--- src/rtl/muldiv_seq_unit_if.sv ---
// EX-stage <-> RV32M multiply/divide sequencer handshake bundle.
// master = EX stage driving the operation, slave = the sequencer.
interface muldiv_seq_unit_if #(
  parameter int XLEN = 32
);
  logic            start;
  logic [2:0]      funct3;
  logic [XLEN-1:0] op_a;
  logic [XLEN-1:0] op_b;
  logic            flush;
  logic            stall;
  logic            busy;
  logic            done;
  logic [XLEN-1:0] result;

  modport master (
    output start, funct3, op_a, op_b, flush,
    input  stall, busy, done, result
  );

  modport slave (
    input  start, funct3, op_a, op_b, flush,
    output stall, busy, done, result
  );
endinterface

--- src/rtl/muldiv_seq_unit.sv ---
// Multi-cycle RV32M multiply/divide sequencer (radix-2 shift-add / restoring divide).
// Define MULDIV_FAST_MUL_EN to replace the iterative multiplier with a single-cycle 33x33 one.
module muldiv_seq_unit #(
  parameter int XLEN = 32
) (
  input  logic             clk,
  input  logic             rst,
  muldiv_seq_unit_if.slave bus
);

  localparam int CW = $clog2(XLEN);
  localparam logic [CW-1:0] CNT_LOAD = CW'(XLEN - 1);
  localparam logic [CW-1:0] CNT_ONE  = {{(CW-1){1'b0}}, 1'b1};
  localparam logic [CW-1:0] CNT_ZERO = {CW{1'b0}};

  typedef enum logic [2:0] {
    S_IDLE = 3'd0,
    S_MUL  = 3'd1,
    S_DIV  = 3'd2,
    S_FIX  = 3'd3,
    S_DONE = 3'd4
  } state_t;

  state_t            state_r;
  state_t            state_s;
  logic [2:0]        op_r;
  logic              neg_r;
  logic [CW-1:0]     count_r;
  logic [2*XLEN-1:0] prod_r;
  logic [XLEN-1:0]   opb_r;
  logic [XLEN-1:0]   rem_r;
  logic [XLEN-1:0]   quo_r;
  logic [XLEN-1:0]   result_r;

  logic              accept_s;
  logic              a_signed_s;
  logic              b_signed_s;
  logic              a_neg_s;
  logic              b_neg_s;
  logic [XLEN-1:0]   a_mag_s;
  logic [XLEN-1:0]   b_mag_s;
  logic              neg_s;
  logic              div_zero_s;
  logic              div_ovf_s;
  logic              special_s;
  logic [XLEN-1:0]   special_res_s;
  logic              fast_s;
  logic [XLEN:0]     mul_sum_s;
  logic [2*XLEN-1:0] mul_step_s;
  logic [XLEN:0]     div_shift_s;
  logic [XLEN:0]     div_trial_s;
  logic [2*XLEN-1:0] prod_fix_s;
  logic [XLEN-1:0]   fix_res_s;
  logic              stall_s;
  logic              busy_s;
  logic              done_s;

  function automatic logic [XLEN-1:0] mag(input logic [XLEN-1:0] v, input logic neg);
    mag = neg ? (~v + {{(XLEN-1){1'b0}}, 1'b1}) : v;
  endfunction

  // Operand decode: signedness, magnitudes and the non-iterating special cases.
  always_comb begin
    accept_s   = (state_r == S_IDLE) & bus.start & ~bus.flush;
    a_signed_s = 1'b0;
    b_signed_s = 1'b0;
    case (bus.funct3)
      3'b001:  begin a_signed_s = 1'b1; b_signed_s = 1'b1; end
      3'b010:  begin a_signed_s = 1'b1; b_signed_s = 1'b0; end
      3'b100:  begin a_signed_s = 1'b1; b_signed_s = 1'b1; end
      3'b110:  begin a_signed_s = 1'b1; b_signed_s = 1'b1; end
      default: begin a_signed_s = 1'b0; b_signed_s = 1'b0; end
    endcase
    a_neg_s = a_signed_s & bus.op_a[XLEN-1];
    b_neg_s = b_signed_s & bus.op_b[XLEN-1];
    a_mag_s = mag(bus.op_a, a_neg_s);
    b_mag_s = mag(bus.op_b, b_neg_s);
    // Remainder follows the dividend; everything else follows the operand sign product.
    if (bus.funct3[2] & bus.funct3[1]) begin
      neg_s = a_neg_s;
    end else begin
      neg_s = a_neg_s ^ b_neg_s;
    end
    div_zero_s = bus.funct3[2] & (bus.op_b == {XLEN{1'b0}});
    div_ovf_s  = bus.funct3[2] & ~bus.funct3[0] &
                 (bus.op_a == {1'b1, {(XLEN-1){1'b0}}}) & (&bus.op_b);
    special_s  = div_zero_s | div_ovf_s;
    if (div_zero_s) begin
      special_res_s = bus.funct3[1] ? bus.op_a : {XLEN{1'b1}};
    end else if (div_ovf_s) begin
      special_res_s = bus.funct3[1] ? {XLEN{1'b0}} : bus.op_a;
    end else begin
      special_res_s = {XLEN{1'b0}};
    end
  end

`ifdef MULDIV_FAST_MUL_EN
  logic signed [XLEN:0]     fast_a_s;
  logic signed [XLEN:0]     fast_b_s;
  logic signed [2*XLEN+1:0] fast_prod_s;
  logic [XLEN-1:0]          fast_res_s;

  // Single-cycle signed 33x33 product; zero-extension covers the unsigned operands.
  always_comb begin
    fast_s      = ~bus.funct3[2];
    fast_a_s    = {a_signed_s & bus.op_a[XLEN-1], bus.op_a};
    fast_b_s    = {b_signed_s & bus.op_b[XLEN-1], bus.op_b};
    fast_prod_s = $signed({{(XLEN+1){fast_a_s[XLEN]}}, fast_a_s}) *
                  $signed({{(XLEN+1){fast_b_s[XLEN]}}, fast_b_s});
    if (bus.funct3[1:0] == 2'b00) begin
      fast_res_s = fast_prod_s[XLEN-1:0];
    end else begin
      fast_res_s = fast_prod_s[2*XLEN-1:XLEN];
    end
  end
`else
  // Iterative multiplier only: no single-cycle shortcut.
  always_comb begin
    fast_s = 1'b0;
  end
`endif

  // One iteration of shift-add multiply and restoring divide, plus the final sign fix.
  always_comb begin
    mul_sum_s   = {1'b0, prod_r[2*XLEN-1:XLEN]} +
                  (prod_r[0] ? {1'b0, opb_r} : {(XLEN+1){1'b0}});
    mul_step_s  = {mul_sum_s, prod_r[XLEN-1:1]};
    div_shift_s = {rem_r, quo_r[XLEN-1]};
    div_trial_s = div_shift_s - {1'b0, opb_r};
    prod_fix_s  = neg_r ? (~prod_r + {{(2*XLEN-1){1'b0}}, 1'b1}) : prod_r;
    case (op_r)
      3'b000:                 fix_res_s = prod_fix_s[XLEN-1:0];
      3'b001, 3'b010, 3'b011: fix_res_s = prod_fix_s[2*XLEN-1:XLEN];
      3'b100, 3'b101:         fix_res_s = mag(quo_r, neg_r);
      3'b110, 3'b111:         fix_res_s = mag(rem_r, neg_r);
      default:                fix_res_s = {XLEN{1'b0}};
    endcase
  end

  // State register.
  always_ff @(posedge clk or negedge rst) begin
    if (!rst) begin
      state_r <= S_IDLE;
    end else begin
      state_r <= state_s;
    end
  end

  // Next-state logic.
  always_comb begin
    state_s = state_r;
    case (state_r)
      S_IDLE: begin
        if (accept_s) begin
          if (special_s | fast_s) begin
            state_s = S_DONE;
          end else if (bus.funct3[2]) begin
            state_s = S_DIV;
          end else begin
            state_s = S_MUL;
          end
        end else begin
          state_s = S_IDLE;
        end
      end
      S_MUL, S_DIV: begin
        if (bus.flush) begin
          state_s = S_IDLE;
        end else if (count_r == CNT_ZERO) begin
          state_s = S_FIX;
        end else begin
          state_s = state_r;
        end
      end
      S_FIX:   state_s = bus.flush ? S_IDLE : S_DONE;
      S_DONE:  state_s = S_IDLE;
      default: state_s = S_IDLE;
    endcase
  end

  // Output decode; no stall request is raised while the unit is held in reset.
  always_comb begin
    stall_s = 1'b0;
    busy_s  = 1'b0;
    done_s  = 1'b0;
    case (state_r)
      S_IDLE: stall_s = bus.start & ~bus.flush & rst;
      S_MUL, S_DIV, S_FIX: begin
        stall_s = 1'b1;
        busy_s  = 1'b1;
      end
      S_DONE: begin
        busy_s = 1'b1;
        done_s = 1'b1;
      end
      default: begin
        stall_s = 1'b0;
        busy_s  = 1'b0;
        done_s  = 1'b0;
      end
    endcase
  end

  // Datapath: operand capture, iteration and result register.
  always_ff @(posedge clk or negedge rst) begin
    if (!rst) begin
      op_r     <= 3'b000;
      neg_r    <= 1'b0;
      count_r  <= CNT_ZERO;
      prod_r   <= {(2*XLEN){1'b0}};
      opb_r    <= {XLEN{1'b0}};
      rem_r    <= {XLEN{1'b0}};
      quo_r    <= {XLEN{1'b0}};
      result_r <= {XLEN{1'b0}};
    end else begin
      case (state_r)
        S_IDLE: begin
          if (accept_s) begin
            op_r    <= bus.funct3;
            neg_r   <= neg_s;
            count_r <= CNT_LOAD;
            opb_r   <= b_mag_s;
            prod_r  <= {{XLEN{1'b0}}, a_mag_s};
            rem_r   <= {XLEN{1'b0}};
            quo_r   <= a_mag_s;
            if (special_s) begin
              result_r <= special_res_s;
            end
`ifdef MULDIV_FAST_MUL_EN
            else if (fast_s) begin
              result_r <= fast_res_s;
            end
`endif
          end
        end
        S_MUL: begin
          if (!bus.flush) begin
            prod_r  <= mul_step_s;
            count_r <= count_r - CNT_ONE;
          end
        end
        S_DIV: begin
          if (!bus.flush) begin
            count_r <= count_r - CNT_ONE;
            if (div_trial_s[XLEN]) begin
              rem_r <= div_shift_s[XLEN-1:0];
              quo_r <= {quo_r[XLEN-2:0], 1'b0};
            end else begin
              rem_r <= div_trial_s[XLEN-1:0];
              quo_r <= {quo_r[XLEN-2:0], 1'b1};
            end
          end
        end
        S_FIX: begin
          if (!bus.flush) begin
            result_r <= fix_res_s;
          end
        end
        default: begin
        end
      endcase
    end
  end

  assign bus.stall  = stall_s;
  assign bus.busy   = busy_s;
  assign bus.done   = done_s;
  assign bus.result = result_r;

endmodule

--- src/flat_wrapper.sv ---
// flat-port wrapper written by rule: the top's interface ports become plain ports
module muldiv_seq_unit_flat 
#(
  parameter int XLEN = 32
)
  (clk, rst, bus_start, bus_funct3, bus_op_a, bus_op_b, bus_flush, bus_stall, bus_busy, bus_done, bus_result);
  muldiv_seq_unit_if #(.XLEN(XLEN)) bus_i ();
  input  logic clk;
  input  logic rst;
  input wire logic [$bits(bus_i.start)-1:0] bus_start;
  input wire logic [$bits(bus_i.funct3)-1:0] bus_funct3;
  input wire logic [$bits(bus_i.op_a)-1:0] bus_op_a;
  input wire logic [$bits(bus_i.op_b)-1:0] bus_op_b;
  input wire logic [$bits(bus_i.flush)-1:0] bus_flush;
  output wire logic [$bits(bus_i.stall)-1:0] bus_stall;
  output wire logic [$bits(bus_i.busy)-1:0] bus_busy;
  output wire logic [$bits(bus_i.done)-1:0] bus_done;
  output wire logic [$bits(bus_i.result)-1:0] bus_result;
  assign bus_i.start = bus_start;
  assign bus_i.funct3 = bus_funct3;
  assign bus_i.op_a = bus_op_a;
  assign bus_i.op_b = bus_op_b;
  assign bus_i.flush = bus_flush;
  assign bus_stall = bus_i.stall;
  assign bus_busy = bus_i.busy;
  assign bus_done = bus_i.done;
  assign bus_result = bus_i.result;
  muldiv_seq_unit #(.XLEN(XLEN)) u_core (.clk(clk), .rst(rst), .bus(bus_i));
endmodule
--- config.mk ---
export PLATFORM = sky130hd
export DESIGN_NAME = muldiv_seq_unit_flat
export DESIGN_NICKNAME = d
export VERILOG_FILES = /design/src/rtl/muldiv_seq_unit_if.sv /design/src/rtl/muldiv_seq_unit.sv /design/src/flat_wrapper.sv
export SDC_FILE = /design/constraint.sdc
export NUM_CORES = 1
export LEC_CHECK = 0
export ABC_AREA = 1
export CAP_MARGIN = 10
export CELL_PAD_IN_SITES_DETAIL_PLACEMENT = 0
export CELL_PAD_IN_SITES_GLOBAL_PLACEMENT = 1
export CORE_AREA = 2 2 229 231
export CTS_BUF_LIST = sky130_fd_sc_hd__clkbuf_2 sky130_fd_sc_hd__clkbuf_4 sky130_fd_sc_hd__clkbuf_8
export DETAILED_ROUTE_END_ITERATION = 7
export DIE_AREA = 0 0 231 233
export GPL_TIMING_DRIVEN = 0
export PLACE_DENSITY = 0.88
export SYNTH_ARGS = -nofsm -noshare
export SYNTH_HDL_FRONTEND = slang
export SYNTH_SLANG_ARGS = --single-unit
--- constraint.sdc ---
create_clock -name clk -period 5.3 [get_ports clk]
set_input_delay 1.325 -clock clk [delete_from_list [all_inputs] [get_ports clk]]
set_output_delay 1.325 -clock clk [all_outputs]
set_load 0.005 [all_outputs]
Word-level counts from Yosys, hierarchy flattened
Cells that the tools add are included.
Cells by class
  eq/ne operators: 23
  multiplexer cells: 42
  bitwise operators: 20
  reduce and logical (&&, ||, !) cells: 22
  add/subtract/negate cells: 8
Operator list (count)
  32-bit 2-to-1 mux: 17
  64-bit 2-to-1 mux: 3
  32-bit one-hot mux with 2 select lines: 3
  32-bit by 1-bit adder with 32-bit output (second input constant): 4
  32-bit NOT: 4
  32-bit one-hot mux with 4 select lines: 1
  64-bit one-hot mux with 2 select lines: 1
  64-bit by 1-bit adder with 64-bit output (second input constant): 1
  64-bit NOT: 1
  32-bit by 33-bit adder with 33-bit output: 1
  33-bit by 32-bit subtractor with 33-bit output: 1
  32-bit == test (second input constant): 1
  32-bit logical NOT: 1
  32-bit AND reduction: 1
  3-bit == test (second input constant): 7
  3-bit by 2-bit == test with 1-bit output (second input constant): 5
  3-bit 2-to-1 mux: 5
  1-bit bitwise AND: 11
  5-bit 2-to-1 mux: 2
  5-bit one-hot mux with 2 select lines: 1
  3-bit by 1-bit == test with 1-bit output (second input constant): 3
  3-bit one-hot mux with 3 select lines: 1
  3-bit AND reduction: 3
  3-bit OR reduction: 3
  17 further kinds: 34
Word-level totals
  word-level logic and storage cells: 124
  flip-flop bits (word level): 204
  bits of input ports: 71
  output and inout port bits: 35

Longest topological paths before layout
  depth after elaboration: 9
  mapped depth: 19
  depth with buffers taken out: 17

Worst setup path before layout
Ideal clock, no wire load.
  kind: input to output
  start point: input port bus_flush
  end point: output port bus_stall
  buffers on the path: 2
  required time: 3.975 ns
  cell stages on the path: 7
  data arrival time: 2.141 ns
  path slack: 1.834 ns
  cell sequence: inv_2 > nand3_2 > inv_2 > buf_4 > clkbuf_1 > nand2_1 > o21ai_0
Between the ends
  longest elaborated chain between the ends: 4
RTL lines
  from (decl): line flat_wrapper.sv:14  | input wire logic [$bits(bus_i.flush)-1:0] bus_flush;
  1-bit NOT: line muldiv_seq_unit.sv:187  | S_IDLE: stall_s = bus.start & ~bus.flush & rst;
  1-bit bitwise AND (2 in series): line muldiv_seq_unit.sv:187
  1-bit one-hot mux with 2 select lines: line muldiv_seq_unit.sv:186  | case (state_r)
  to (decl): line flat_wrapper.sv:15  | output wire logic [$bits(bus_i.stall)-1:0] bus_stall;
No other way between the ends.

Final worst setup path
Ends and elaborated chain as after synthesis.

==> reports/metrics.cfg <==
[outcome]
outcome = completed

[critical_path]
cp.required_ns = 3.97
cp_max_fo = 19
cp_top_family = buffers and inverters
critPathArrivalTime_ns = 3.76
cp_slowest_stage_delay_ns = 0.77
crit_path_start_kind = primary input
r2r-start = u_core.prod_r[0]
cpMaxStageDelayCell = clkdlybuf4s50_1
worstPathCellList = clkdlybuf4s50_1 -> inv_2 -> nand3_2 -> inv_2 -> buf_4 -> nand2_1 -> o21ai_0 -> clkdlybuf4s50_1
cp-end-kind = primary output
startpoint = bus_flush
cp_num_buf_inv = 5
critPathKind = primary input to primary output

[timing]
slew_violations = 0
tightest_slew_ns = 1.10
max_freq_ghz = 0.197
skew_ns = 0.0555
hold_viol = 0
maxSlewHeadroom_pct = 26.2
post-route-period-util_pct = 95.9
rsz0062_at_grt = false
finalCriticalPeriod_ns = 5.08
setup_viol = 0

[place]
dpl.hpwl_mm = 80.9
place_area_mm2 = 0.0222
io_buffers = 105
post-place-cells = 4204
routabilityCongestion = 1.03

[global_route]
grt_use_total_pct = 35.9
grt_max_degree = 102
antenna_found_initial = 4
grt_overflow = 0
grt_pass1_wl_mm = 143
grt_pass1_vias = 22400

[detailed_routing]
post_drt_wl_per_cell_um = 22.9
firstDrtPassIters = 7
drtIter0Drc = 3231
ant_nets = 0
via_count = 24300
drc = 0
viasPerCell = 5.67
drt-total-wl_mm = 98.2

[synthesis]
synthCells = 3417
seq_area_frac_synth_pct = 25.2
syn-num-nets = 3562
synth_seq_cells = 204
synthArstFlopShare_pct = 100
ys_warn_count = 0
synth.avg_cell_area_um2 = 5.93
ys_types = 52
synth_area_mm2 = 0.0203
synth_edf_count = 0
yosys_most_used_dff = dfrtp_1

[finish]
final_cell_mix = nand2_1 (1038), nor2_1 (405), inv_1 (365)
layout_commonest_cell = nand2_1
fin_cells = 4281
drive_above_1_share_pct = 5.69
fin_nets = 3713
syn_to_final_growth_pct = 14.2
final_area_mm2 = 0.0232
antenna_cells = 0

[clock_tree]
clk_latency_ns = 0.64
h-tree-depth = 2
cts_post_setup_buffers_inserted = 0
numCtsBuffers = 43
cts_tree = yes
cts_root_buf = clkbuf_8
cts.path.max_buffers = 3
cts_hold_buf = 0
cts.clk_slew.worst_paths_ns = 0.06
cts.sinks = 204

[pwr]
p_leak_nw = 11.7
powerDensity_mw_per_mm2 = 540
vdd_drop_max_uv = 246

[floorplanning]
core-area_mm2 = 0.0511
io_pins = 106
die_h_um = 233
die-area_mm2 = 0.0538
die_w_um = 231
row_count = 83
start_util_pct = 39.7

[hold_path]
worstHoldStart = u_core.bus.result[7]
min_path_type = flop to flop

[job]
cap_violations = 0

[sequential cells by signal (all words and copies together) (netlist names)]
register,count
u_core.count_r,5
u_core.rem_r,32
u_core.bus.result,32
u_core.quo_r,32
u_core.prod_r,64
u_core.op_r,3
u_core.neg_r,1
u_core.state_r,3
u_core.opb_r,32
[worst paths after layout]
path                                         endpoint  slack, ns  cells after the start
worst max register to register      u_core.prod_r[53]       1.85                     19
worst min-delay path             u_core.bus.result[7]       0.48                      2
worst min register to register   u_core.bus.result[7]       0.48                      2
max in group asynchronous            u_core.opb_r[28]       3.45                      3
min in group asynchronous       u_core.bus.result[18]       0.54                      1
worst max-delay path                        bus_stall       0.22                      8
[cell type report]
class	instances	area, um^2
timing repair buffer	107	1110
clock buffer	64	806
inverter	388	1460
tap	680	851
fill	5733	27900
sequential	204	5100
buffer	107	543
multi-input combinational	2717	13200
clock inverter	14	123
[repair_timing]
item / CTS / global route
hold endpoints to repair: 0 / 0
gates resized for setup: 0 / 0
setup endpoints to repair: 1 / 0
[synth_stat cells (10+ instances only)]
master | instances | area [um^2]
nand2_1 | 1038 | 3900
a21o_1 | 10 | 75.1
dfrtp_1 | 204 | 5100
o21ai_0 | 284 | 1420
o211ai_1 | 16 | 120
xor2_1 | 42 | 368
nor3_1 | 42 | 210
nand4_1 | 47 | 294
nand3_1 | 325 | 1630
nor2_1 | 405 | 1520
o21ai_1 | 25 | 125
buf_4 | 11 | 82.6
nor2_4 | 11 | 124
o22ai_1 | 10 | 62.6
a31oi_1 | 13 | 81.3
clkbuf_1 | 53 | 199
inv_2 | 20 | 75.1
nand3b_1 | 20 | 150
ha_1 | 72 | 901
a22oi_1 | 10 | 75.1
buf_2 | 32 | 160
inv_1 | 365 | 1370
xnor2_1 | 26 | 228
a21oi_1 | 236 | 1180
[through the flow]
step	power [W]	setup WS, ns	utilization, %	setup TNS [ns]	hold WS (ns)
after detailed placement	0.0102	-0.246	43.5	-0.246	0.465
after global placement	0.0102	-6.55	43.4	-1332.30	0.465
after global routing	0.0133	0.174	45.3	0	0.502
after CTS	0.0122	0.269	45.3	0	0.479
after floorplan	0.00727	1.83	-	0	0.459
final	0.0125	0.218	45.3	0	0.479
[logic make-up (layout without fill, tap and decap cells)]
kind of cell / count (synthesis) / after routing / synth area share, %
flops: 204 / 204 / 25.2
xor+xnor: 68 / 68 / 2.94
fa+ha+maj: 74 / 74 / 4.64
compound gates: 636 / 636 / 16.7
buf+inv: 496 / 680 / 9.88
simple gates: 1939 / 1939 / 40.6
[metal layers]
metal | share of wire, % | global-route usage [%] | vias to the layer above
met5 | 0.025 | 0 | -
met4 | 3.2 | 11.5 | 4
met3 | 12 | 10.3 | 197
met2 | 42 | 53.2 | 1258
met1 | 43 | 50.0 | 11300
li1 | - | - | 11500
[power breakdown]
part           leakage (nW)  switching, W  internal [W]
logic                  8.62       0.00548       0.00221
registers              2.59      0.000774       0.00213
clock network         0.501      0.000838       0.00107
[worst min-delay path, delay by kind of cell, from the launching register on]
kind	cells	cell delay, ns
AND/OR/NAND/NOR	2	0.10
flip-flops	1	0.34
Note: power is estimated with default switching activity, not from simulation.
